`src/rtl/alu_arbiter_if.sv`:
```
`default_nettype none
// ============================================================================
// alu_arbiter_if : request, response and ALU-side signals of alu_arbiter
// Revision 1.0
// ============================================================================
interface alu_arbiter_if #(
    parameter int N = 32
);
    logic         req0_valid;
    logic         req1_valid;
    logic         req0_ready;
    logic         req1_ready;
    logic [N-1:0] req0_a;
    logic [N-1:0] req0_b;
    logic [N-1:0] req1_a;
    logic [N-1:0] req1_b;
    logic [3:0]   req0_ctrl;
    logic [3:0]   req1_ctrl;

    logic         rsp_valid;
    logic         rsp_ready;
    logic         rsp_id;
    logic [N-1:0] rsp_y;
    logic [3:0]   rsp_flags;

    logic [N-1:0] alu_a;
    logic [N-1:0] alu_b;
    logic [3:0]   alu_ctrl;
    logic [N-1:0] alu_y;
    logic [3:0]   alu_flags;

    modport slave (
        input  req0_valid, req1_valid, req0_a, req0_b, req1_a, req1_b,
               req0_ctrl, req1_ctrl, rsp_ready, alu_y, alu_flags,
        output req0_ready, req1_ready, rsp_valid, rsp_id, rsp_y, rsp_flags,
               alu_a, alu_b, alu_ctrl
    );

    modport master (
        output req0_valid, req1_valid, req0_a, req0_b, req1_a, req1_b,
               req0_ctrl, req1_ctrl, rsp_ready, alu_y, alu_flags,
        input  req0_ready, req1_ready, rsp_valid, rsp_id, rsp_y, rsp_flags,
               alu_a, alu_b, alu_ctrl
    );
endinterface
`default_nettype wire

```
`src/rtl/alu_arbiter.sv`:
```
`default_nettype none
// ============================================================================
// alu_arbiter : shares one combinational ALU between two requesters
//               (IDLE -> EXEC -> RESP), response tagged with requester id.
//               Define ALU_ARB_FIXED_PRIO_EN for fixed priority to requester 0.
// Revision 1.0
// ============================================================================
module alu_arbiter #(
    parameter int N = 32
) (
    input  wire logic    clk,
    input  wire logic    reset,
    alu_arbiter_if.slave bus
);
    localparam logic [1:0] S_IDLE = 2'd0;
    localparam logic [1:0] S_EXEC = 2'd1;
    localparam logic [1:0] S_RESP = 2'd2;

    logic [1:0]   state_q,     state_d;
    logic [N-1:0] op_a_q,      op_a_d;
    logic [N-1:0] op_b_q,      op_b_d;
    logic [3:0]   op_ctrl_q,   op_ctrl_d;
    logic         op_id_q,     op_id_d;
    logic         rsp_id_q,    rsp_id_d;
    logic [N-1:0] rsp_y_q,     rsp_y_d;
    logic [3:0]   rsp_flags_q, rsp_flags_d;

    logic any_valid;
    logic win_id;

    assign any_valid = bus.req0_valid | bus.req1_valid;

`ifdef ALU_ARB_FIXED_PRIO_EN
    assign win_id = ~bus.req0_valid & bus.req1_valid;
`else
    logic last_grant_q, last_grant_d;

    // On contention the requester that did not win last time goes next
    assign win_id = (bus.req0_valid & bus.req1_valid) ? ~last_grant_q : bus.req1_valid;

    always_comb begin
        last_grant_d = last_grant_q;
        if (state_q == S_IDLE && any_valid) begin
            last_grant_d = win_id;
        end
    end

    always_ff @(posedge clk or posedge reset) begin
        if (reset) begin
            last_grant_q <= 1'b1;
        end else begin
            last_grant_q <= last_grant_d;
        end
    end
`endif

    always_comb begin
        state_d     = state_q;
        op_a_d      = op_a_q;
        op_b_d      = op_b_q;
        op_ctrl_d   = op_ctrl_q;
        op_id_d     = op_id_q;
        rsp_id_d    = rsp_id_q;
        rsp_y_d     = rsp_y_q;
        rsp_flags_d = rsp_flags_q;
        case (state_q)
            S_IDLE: begin
                if (any_valid) begin
                    op_a_d    = win_id ? bus.req1_a    : bus.req0_a;
                    op_b_d    = win_id ? bus.req1_b    : bus.req0_b;
                    op_ctrl_d = win_id ? bus.req1_ctrl : bus.req0_ctrl;
                    op_id_d   = win_id;
                    state_d   = S_EXEC;
                end
            end
            S_EXEC: begin
                rsp_y_d     = bus.alu_y;
                rsp_flags_d = bus.alu_flags;
                rsp_id_d    = op_id_q;
                state_d     = S_RESP;
            end
            S_RESP: begin
                if (bus.rsp_ready) begin
                    state_d = S_IDLE;
                end
            end
            default: state_d = S_IDLE;
        endcase
    end

    always_ff @(posedge clk or posedge reset) begin
        if (reset) begin
            state_q     <= S_IDLE;
            op_a_q      <= '0;
            op_b_q      <= '0;
            op_ctrl_q   <= 4'b0000;
            op_id_q     <= 1'b0;
            rsp_id_q    <= 1'b0;
            rsp_y_q     <= '0;
            rsp_flags_q <= 4'b0000;
        end else begin
            state_q     <= state_d;
            op_a_q      <= op_a_d;
            op_b_q      <= op_b_d;
            op_ctrl_q   <= op_ctrl_d;
            op_id_q     <= op_id_d;
            rsp_id_q    <= rsp_id_d;
            rsp_y_q     <= rsp_y_d;
            rsp_flags_q <= rsp_flags_d;
        end
    end

    assign bus.req0_ready = (state_q == S_IDLE) & any_valid & ~win_id;
    assign bus.req1_ready = (state_q == S_IDLE) & any_valid &  win_id;

    // Operand registers feed the ALU directly so its inputs only move on accept
    assign bus.alu_a     = op_a_q;
    assign bus.alu_b     = op_b_q;
    assign bus.alu_ctrl  = op_ctrl_q;

    assign bus.rsp_valid = (state_q == S_RESP);
    assign bus.rsp_id    = rsp_id_q;
    assign bus.rsp_y     = rsp_y_q;
    assign bus.rsp_flags = rsp_flags_q;
endmodule
`default_nettype wire

```
`src/flat_wrapper.sv`:
```
// flat-port wrapper written by rule: the top's interface ports become plain ports
module alu_arbiter_flat 
#(
    parameter int N = 32
)
  (clk, reset, bus_req0_valid, bus_req1_valid, bus_req0_a, bus_req0_b, bus_req1_a, bus_req1_b, bus_req0_ctrl, bus_req1_ctrl, bus_rsp_ready, bus_alu_y, bus_alu_flags, bus_req0_ready, bus_req1_ready, bus_rsp_valid, bus_rsp_id, bus_rsp_y, bus_rsp_flags, bus_alu_a, bus_alu_b, bus_alu_ctrl);
  alu_arbiter_if #(.N(N)) bus_i ();
  input  wire logic clk;
  input  wire logic reset;
  input wire logic [$bits(bus_i.req0_valid)-1:0] bus_req0_valid;
  input wire logic [$bits(bus_i.req1_valid)-1:0] bus_req1_valid;
  input wire logic [$bits(bus_i.req0_a)-1:0] bus_req0_a;
  input wire logic [$bits(bus_i.req0_b)-1:0] bus_req0_b;
  input wire logic [$bits(bus_i.req1_a)-1:0] bus_req1_a;
  input wire logic [$bits(bus_i.req1_b)-1:0] bus_req1_b;
  input wire logic [$bits(bus_i.req0_ctrl)-1:0] bus_req0_ctrl;
  input wire logic [$bits(bus_i.req1_ctrl)-1:0] bus_req1_ctrl;
  input wire logic [$bits(bus_i.rsp_ready)-1:0] bus_rsp_ready;
  input wire logic [$bits(bus_i.alu_y)-1:0] bus_alu_y;
  input wire logic [$bits(bus_i.alu_flags)-1:0] bus_alu_flags;
  output wire logic [$bits(bus_i.req0_ready)-1:0] bus_req0_ready;
  output wire logic [$bits(bus_i.req1_ready)-1:0] bus_req1_ready;
  output wire logic [$bits(bus_i.rsp_valid)-1:0] bus_rsp_valid;
  output wire logic [$bits(bus_i.rsp_id)-1:0] bus_rsp_id;
  output wire logic [$bits(bus_i.rsp_y)-1:0] bus_rsp_y;
  output wire logic [$bits(bus_i.rsp_flags)-1:0] bus_rsp_flags;
  output wire logic [$bits(bus_i.alu_a)-1:0] bus_alu_a;
  output wire logic [$bits(bus_i.alu_b)-1:0] bus_alu_b;
  output wire logic [$bits(bus_i.alu_ctrl)-1:0] bus_alu_ctrl;
  assign bus_i.req0_valid = bus_req0_valid;
  assign bus_i.req1_valid = bus_req1_valid;
  assign bus_i.req0_a = bus_req0_a;
  assign bus_i.req0_b = bus_req0_b;
  assign bus_i.req1_a = bus_req1_a;
  assign bus_i.req1_b = bus_req1_b;
  assign bus_i.req0_ctrl = bus_req0_ctrl;
  assign bus_i.req1_ctrl = bus_req1_ctrl;
  assign bus_i.rsp_ready = bus_rsp_ready;
  assign bus_i.alu_y = bus_alu_y;
  assign bus_i.alu_flags = bus_alu_flags;
  assign bus_req0_ready = bus_i.req0_ready;
  assign bus_req1_ready = bus_i.req1_ready;
  assign bus_rsp_valid = bus_i.rsp_valid;
  assign bus_rsp_id = bus_i.rsp_id;
  assign bus_rsp_y = bus_i.rsp_y;
  assign bus_rsp_flags = bus_i.rsp_flags;
  assign bus_alu_a = bus_i.alu_a;
  assign bus_alu_b = bus_i.alu_b;
  assign bus_alu_ctrl = bus_i.alu_ctrl;
  alu_arbiter #(.N(N)) u_core (.clk(clk), .reset(reset), .bus(bus_i));
endmodule
```
`config.mk`:
```
export PLATFORM = sky130hd
export DESIGN_NAME = alu_arbiter_flat
export DESIGN_NICKNAME = d
export VERILOG_FILES = /design/src/rtl/alu_arbiter_if.sv /design/src/rtl/alu_arbiter.sv /design/src/flat_wrapper.sv
export SDC_FILE = /design/constraint.sdc
export NUM_CORES = 1
export LEC_CHECK = 0
export CAP_MARGIN = 20
export CORE_AREA = 2 2 111 113
export CTS_CLUSTER_SIZE = 8
export DETAILED_ROUTE_END_ITERATION = 10
export DIE_AREA = 0 0 113 115
export PLACE_DENSITY = 0.89
export SETUP_SLACK_MARGIN = 0.2
export SYNTH_ARGS = -nofsm -noshare
export SYNTH_HDL_FRONTEND = slang
export SYNTH_SLANG_ARGS = --single-unit
```
`constraint.sdc`:
```
create_clock -name clk -period 12.8 [get_ports clk]
set_clock_uncertainty 0.05 [all_clocks]
set_input_delay 3.84 -clock clk [delete_from_list [all_inputs] [get_ports clk]]
set_output_delay 3.84 -clock clk [all_outputs]
set_load 0.02 [all_outputs]
```
==> results.md, run 1 <==
- Die extent in y: 115 um
- Final hold vios: 0
- Syn Inst Count: 332
- Lkg Pwr: 0.00317 uW
- Num CTS Buffers: 9
- Top_reg_cell synth: dfrtp_1
- Failing checks: DRC
- Tot GR Track Use: 22.5%
- Hold_buf cts: 0
- Die width: 113 um
- Port Buffers: 284
- Setup TNS: 0 ns
- Setup bufs post-CTS: 0
- Total of max-cap violations: 0
- Post-layout util: 66.0%
- Layout cells sized above 1: 10.3%
- Power Density: 254 mW/mm2
- Core footprint: 0.0118 mm2
- Top layer in use: met4
- Sw frac: 37.1%
- Syn nets: 509
- CTS tree: done
- Peak VDD IR: 131 uV
- Critical Path RT: 8.91 ns
- Metal-1 WL: 5570 um
- CTS root buffer: clkbuf_16
- Clk network pwr share: 14.0%
- Placed instance count: 735
- Antenna violations before repair: 0
- Post-synthesis cell area: 0.00460 mm2
- Synth Area in Simple Gates: 1.12%
- Die Area: 0.0130 mm2
- Fin Hold WS: 0.455 ns
- Core Rows: 40
- Drt first-iter violations: 253
- Crit path kind: input port to output port
- FMAX: 0.101 GHz
- CTS resizes: 0
- Fin crit period: 9.90 ns
- RSZ-0062 raised after global routing: no
- Slew Viols, Final: 0
- Logic gate share of total power: 54.8%
- # clock sinks: 109
- Layout Cells excl Fill: 751
- Largest family of logic cells by synthesized area: compound AO/OA/AOI/OAI gates
- Area contributors post-synth: dfrtp_1 (59%), a221o_1 (15%), o21a_1 (11%)
- Area share of fa/ha/maj cells after synthesis: 0%
- Largest net degree at the start of global routing: 70
- Grt total ovfl: 0
- Worst skew pair latency: 0.33 ns
- Post-synth EDFFs: 0
- #FFs+latches synth: 109
- Unique masters post-synth: 17
- Tcrit/Tclk final: 77.4%
- Setup crit end kind: output port
- Boundary Pins: 285
- Met3 routed WL: 1350 um
- Worst EP arrival: 6.01 ns
- Count leader, synth: dfrtp_1
- Antenna diodes: 0
- Yosys warnings: 0
- Area delta synth->final: 69.5%
- Via count: 4,017
- Synth Area in XOR/XNOR: 0%
- Final ANT Viol Nets: 0
- H-tree lvl count: 3
- Nets: 776
- Worst-path clk slew: 0.07 ns
- Status: finished, violations left
- Vias per cell: 5.35
- Hold Path Class: register to register
- Internal power: 1240 uW
- Synth Area in Compound Gates: 26.3%
- Vias in the first global route: 4,390
- Final HPWL DP: 10,900 um
- Post-Route WL: 15,000 um
- DRC viols: 19
- Synth area leader: dfrtp_1
- Mean Syn Cell Area: 13.9 um2
- Slew of the pin with the lowest slew margin: 0.823 ns
- Fraction of registers with async set/reset: 100%
- Max clock buf depth: 2
- Register share of total power: 31.2%
- Fraction of synthesized area in multiplexers: 9.06%
- Met2 routed WL: 7710 um
- Sequential area share after synthesis: 59.3%
- First-pass GRT wire length: 22,900 um
- Initial cell density of the core: 39.0%
- Startpoint Class: input port
- Share of the synthesized area in the top cell type: 58.7%
- Commonest cells post-synth: dfrtp_1 (108), o21a_1 (70), a221o_1 (68)
- GPL Wtd Cong: 0.783
- CP Max Fanout: 69
- Initial DRT Pass Iterations: 9
- Wire per inst: 19.9 um
- Final setup violation count: 0
- Relative slew slack: 45.1%
- Net Switching: 734 uW
cell usage in the layout (no fill, tap or decap), drive strengths merged, types with 2 or more instances in the layout:
master         instances
a221o                 68
buf                    6
clkbuf                13
clkdlybuf4s50        284
clkinvlp               2
dfrtp                108
inv                    3
mux2                  37
nand2b                 3
nor2                   3
o21a                  70
layer usage:
metal | track usage [%] | up-vias
li1 | - | 1818
met2 | 40.8 | 211
met4 | 6.59 | 0
met1 | 25.9 | 1967
met3 | 6.48 | 21
met5 | 0 | -
cell type report:
type	count	area [um2]
fill	866	4010
timing repair buffer	290	2890
sequential	109	2730
multi-input combinational	186	1690
clock buffer	13	250
tap	147	184
clock inverter	3	45.0
inverter	3	13.8
path summary, 6_finish.rpt:
check	start	to	slack [ns]	cells past startpoint
worst min register to register	u_core.bus.rsp_flags[3]	u_core.bus.rsp_flags[3]	0.46	1
worst min-delay path	u_core.bus.rsp_flags[3]	u_core.bus.rsp_flags[3]	0.46	1
min in group asynchronous	reset	u_core.bus.rsp_y[8]	3.89	2
max in group asynchronous	reset	u_core.bus.alu_a[30]	7.62	3
worst max-delay path	bus_req0_valid	bus_req1_ready	2.90	5
worst max register to register	u_core.state_q[0]	u_core.bus.alu_a[19]	10.76	4
cell families after synthesis:
logic type,count (synthesis)
AOI/OAI and AO/OA,139
buffers and inverters,37
DFF,109
muxes,37
and+or+nand+nor,10
sequential cells by signal, summed over array words and instances (netlist names):
signal and cells:
u_core.bus.alu_a 32, u_core.last_grant_q 1, u_core.bus.rsp_flags 4, u_core.op_id_q 1
u_core.bus.rsp_y 32, u_core.bus.rsp_id 1, u_core.state_q 2, u_core.bus.alu_ctrl 4
u_core.bus.alu_b 32
power by group through the flow:
stage	clock, uW	sequential (uW)	combinational, uW
final	277	617	1080
after global routing	299	637	1150
after CTS	282	617	1100
after detailed placement	0	621	1090
after global placement	0	608	1060
after floorplan	0	810	413
worst max-delay path: stages:
cell             delay [ns]
clkdlybuf4s50_1        0.49
nand2_1                0.10
and3_2                 0.17
buf_4                  0.56
clkdlybuf4s50_1        0.74
stage by stage:
stage               power [uW]  worst slack [ns]  area [um2]
floorplan                 1220              4.38        4600
detailed placement        1710              2.97        7500
global route              2080              2.89        7800
CTS                       2000              2.96        7800
global placement          1670              3.02        7500
finish                    1980              2.90        7800
Power figures use the tool's default switching activity.
==> inputs of run 2 (changes only) <==
CORE_AREA = 2 2 115 117   (was 2 2 111 113)
DIE_AREA = 0 0 117 119   (was 0 0 113 115)
PLACE_DENSITY = 0.84   (was 0.89)
clock period = 9.5 ns   (was 12.8 ns; I/O delays follow)
==> results.md, run 2 (synthesis results as in run 1) <==
- Status: complete, no violations
- Hold_buf cts: 0
- Relative slew slack: 41.8%
- Tcrit/Tclk final: 75.9%
- Wire per inst: 18.9 um
- Nets: 776
- Area of the multi-input gates: 0.00169 mm2
- Worst-path clk slew: 0.07 ns
- Fillers: 1,012
- Worst reg2reg setup slack: 7.48 ns
- Final ANT Viol Nets: 0
- Post-Route WL: 14,700 um
- Layout cells sized above 1: 10.8%
- Antenna diodes: 0
- Largest net degree at the start of global routing: 69
- DRC viols: 0
- Vias in the first global route: 4,335
- CTS resizes: 0
- Vias per cell: 5.28
- Core Rows: 42
- Die Area: 0.0139 mm2
- Final setup violation count: 0
- Post-layout util: 61.0%
- H-tree lvl count: 3
- Area delta synth->final: 70.7%
- Most frequent cells in the layout: clkdlybuf4s50_1 (284), dfrtp_1 (108), o21a_1 (70)
- Initial cell density of the core: 35.7%
- Most common cell after layout, fill and taps aside: clkdlybuf4s50_1
- Grt total ovfl: 0
- Lkg Pwr: 0.00319 uW
- Worst EP arrival: 4.31 ns
- # clock sinks: 109
- Setup crit end kind: output port
- Boundary Pins: 285
- First-pass GRT wire length: 22,300 um
- Die width: 117 um
- Tot GR Track Use: 20.6%
- Fin crit period: 7.21 ns
- Final worst setup slack: 2.29 ns
- Crit path kind: input port to output port
- Total of max-cap violations: 0
- GPL Wtd Cong: 0.720
- Drt first-iter violations: 231
- Hold Path Class: register to register
- Max clock buf depth: 2
- CTS tree: done
- Core footprint: 0.0129 mm2
- Power Density: 341 mW/mm2
- Setup TNS: 0 ns
- Final HPWL DP: 10,500 um
- Worst skew pair latency: 0.34 ns
- Fin Hold WS: 0.457 ns
- Initial DRT Pass Iterations: 4
- Via count: 4,116
- Storage element area: 0.00273 mm2
- Slew Viols, Final: 0
- RSZ-0062 raised after global routing: no
- Peak VDD IR: 170 uV
- Die extent in y: 119 um
- Critical Path RT: 6.60 ns
- FMAX: 0.139 GHz
- Setup bufs post-CTS: 0
- CTS root buffer: clkbuf_16
- CP Max Fanout: 3
- Pre-CTS setup slack: 2.29 ns
- Final hold vios: 0
- Slew of the pin with the lowest slew margin: 0.873 ns
- Port Buffers: 284
- Num CTS Buffers: 9
- Antenna violations before repair: 0
- Startpoint Class: input port
## run 2: changes by cell type in the layout (fill, tap and decap cells not counted)
cell	change
inv_6	+3
clkbuf_1	-3
clkinvlp_4	-2
clkbuf_8	-1
inv_8	+2
clkinv_4	+1
## run 2: through the flow
| stage | total power [uW] | area (um2) | cells |
|---|---|---|---|
| floorplan | 1650 | 4600 | 332 |
| global placement | 2250 | 7540 | 764 |
| detailed placement | 2300 | 7540 | 764 |
| CTS | 2700 | 7850 | 780 |
| global route | 2820 | 7850 | 780 |
| finish | 2680 | 7850 | 780 |
## run 2: critical path: stages
cell and delay (ns):
clkdlybuf4s50_1 0.48, nand2b_1 0.11, nand3_1 0.16, inv_2 0.09, clkdlybuf4s50_1 0.63
## run 2: where the power goes
group | total [uW] | leakage (uW) | internal [uW] | switching, uW
sequential | 830 | 0.00132 | 699 | 131
clock | 392 | 0.000155 | 212 | 180
combinational | 1460 | 0.00172 | 765 | 691
total | 2680 | 0.00319 | 1680 | 1000
## run 2: per-layer routing
metal  part of all wire, %  global-route usage, %
met2                    48                   35.1
met5                     0                      0
met3                    11                   7.68
met1                    39                   23.9
met4                   2.0                   6.47
## run 2: layout make-up
cell class / instances / share of cell area [%]
clock buffers: 9 / 2.87
flip-flops and latches: 109 / 34.8
multi-input cells: 186 / 21.5
repair buffers: 290 / 36.8
clock inverters: 7 / 1.12
inverters: 3 / 0.175
well taps: 176 / 2.80
## run 2: path summary, 6_finish.rpt
path,startpoint,endpoint,depth (start not counted)
setup / recovery,bus_req1_valid,bus_req0_ready,5
hold / removal,u_core.bus.rsp_y[8],u_core.bus.rsp_y[8],1
setup reg to reg,u_core.state_q[0],u_core.bus.alu_a[16],4
hold reg to reg,u_core.bus.rsp_y[8],u_core.bus.rsp_y[8],1
max in group asynchronous,reset,u_core.bus.rsp_y[16],3
min in group asynchronous,reset,u_core.bus.alu_a[4],2
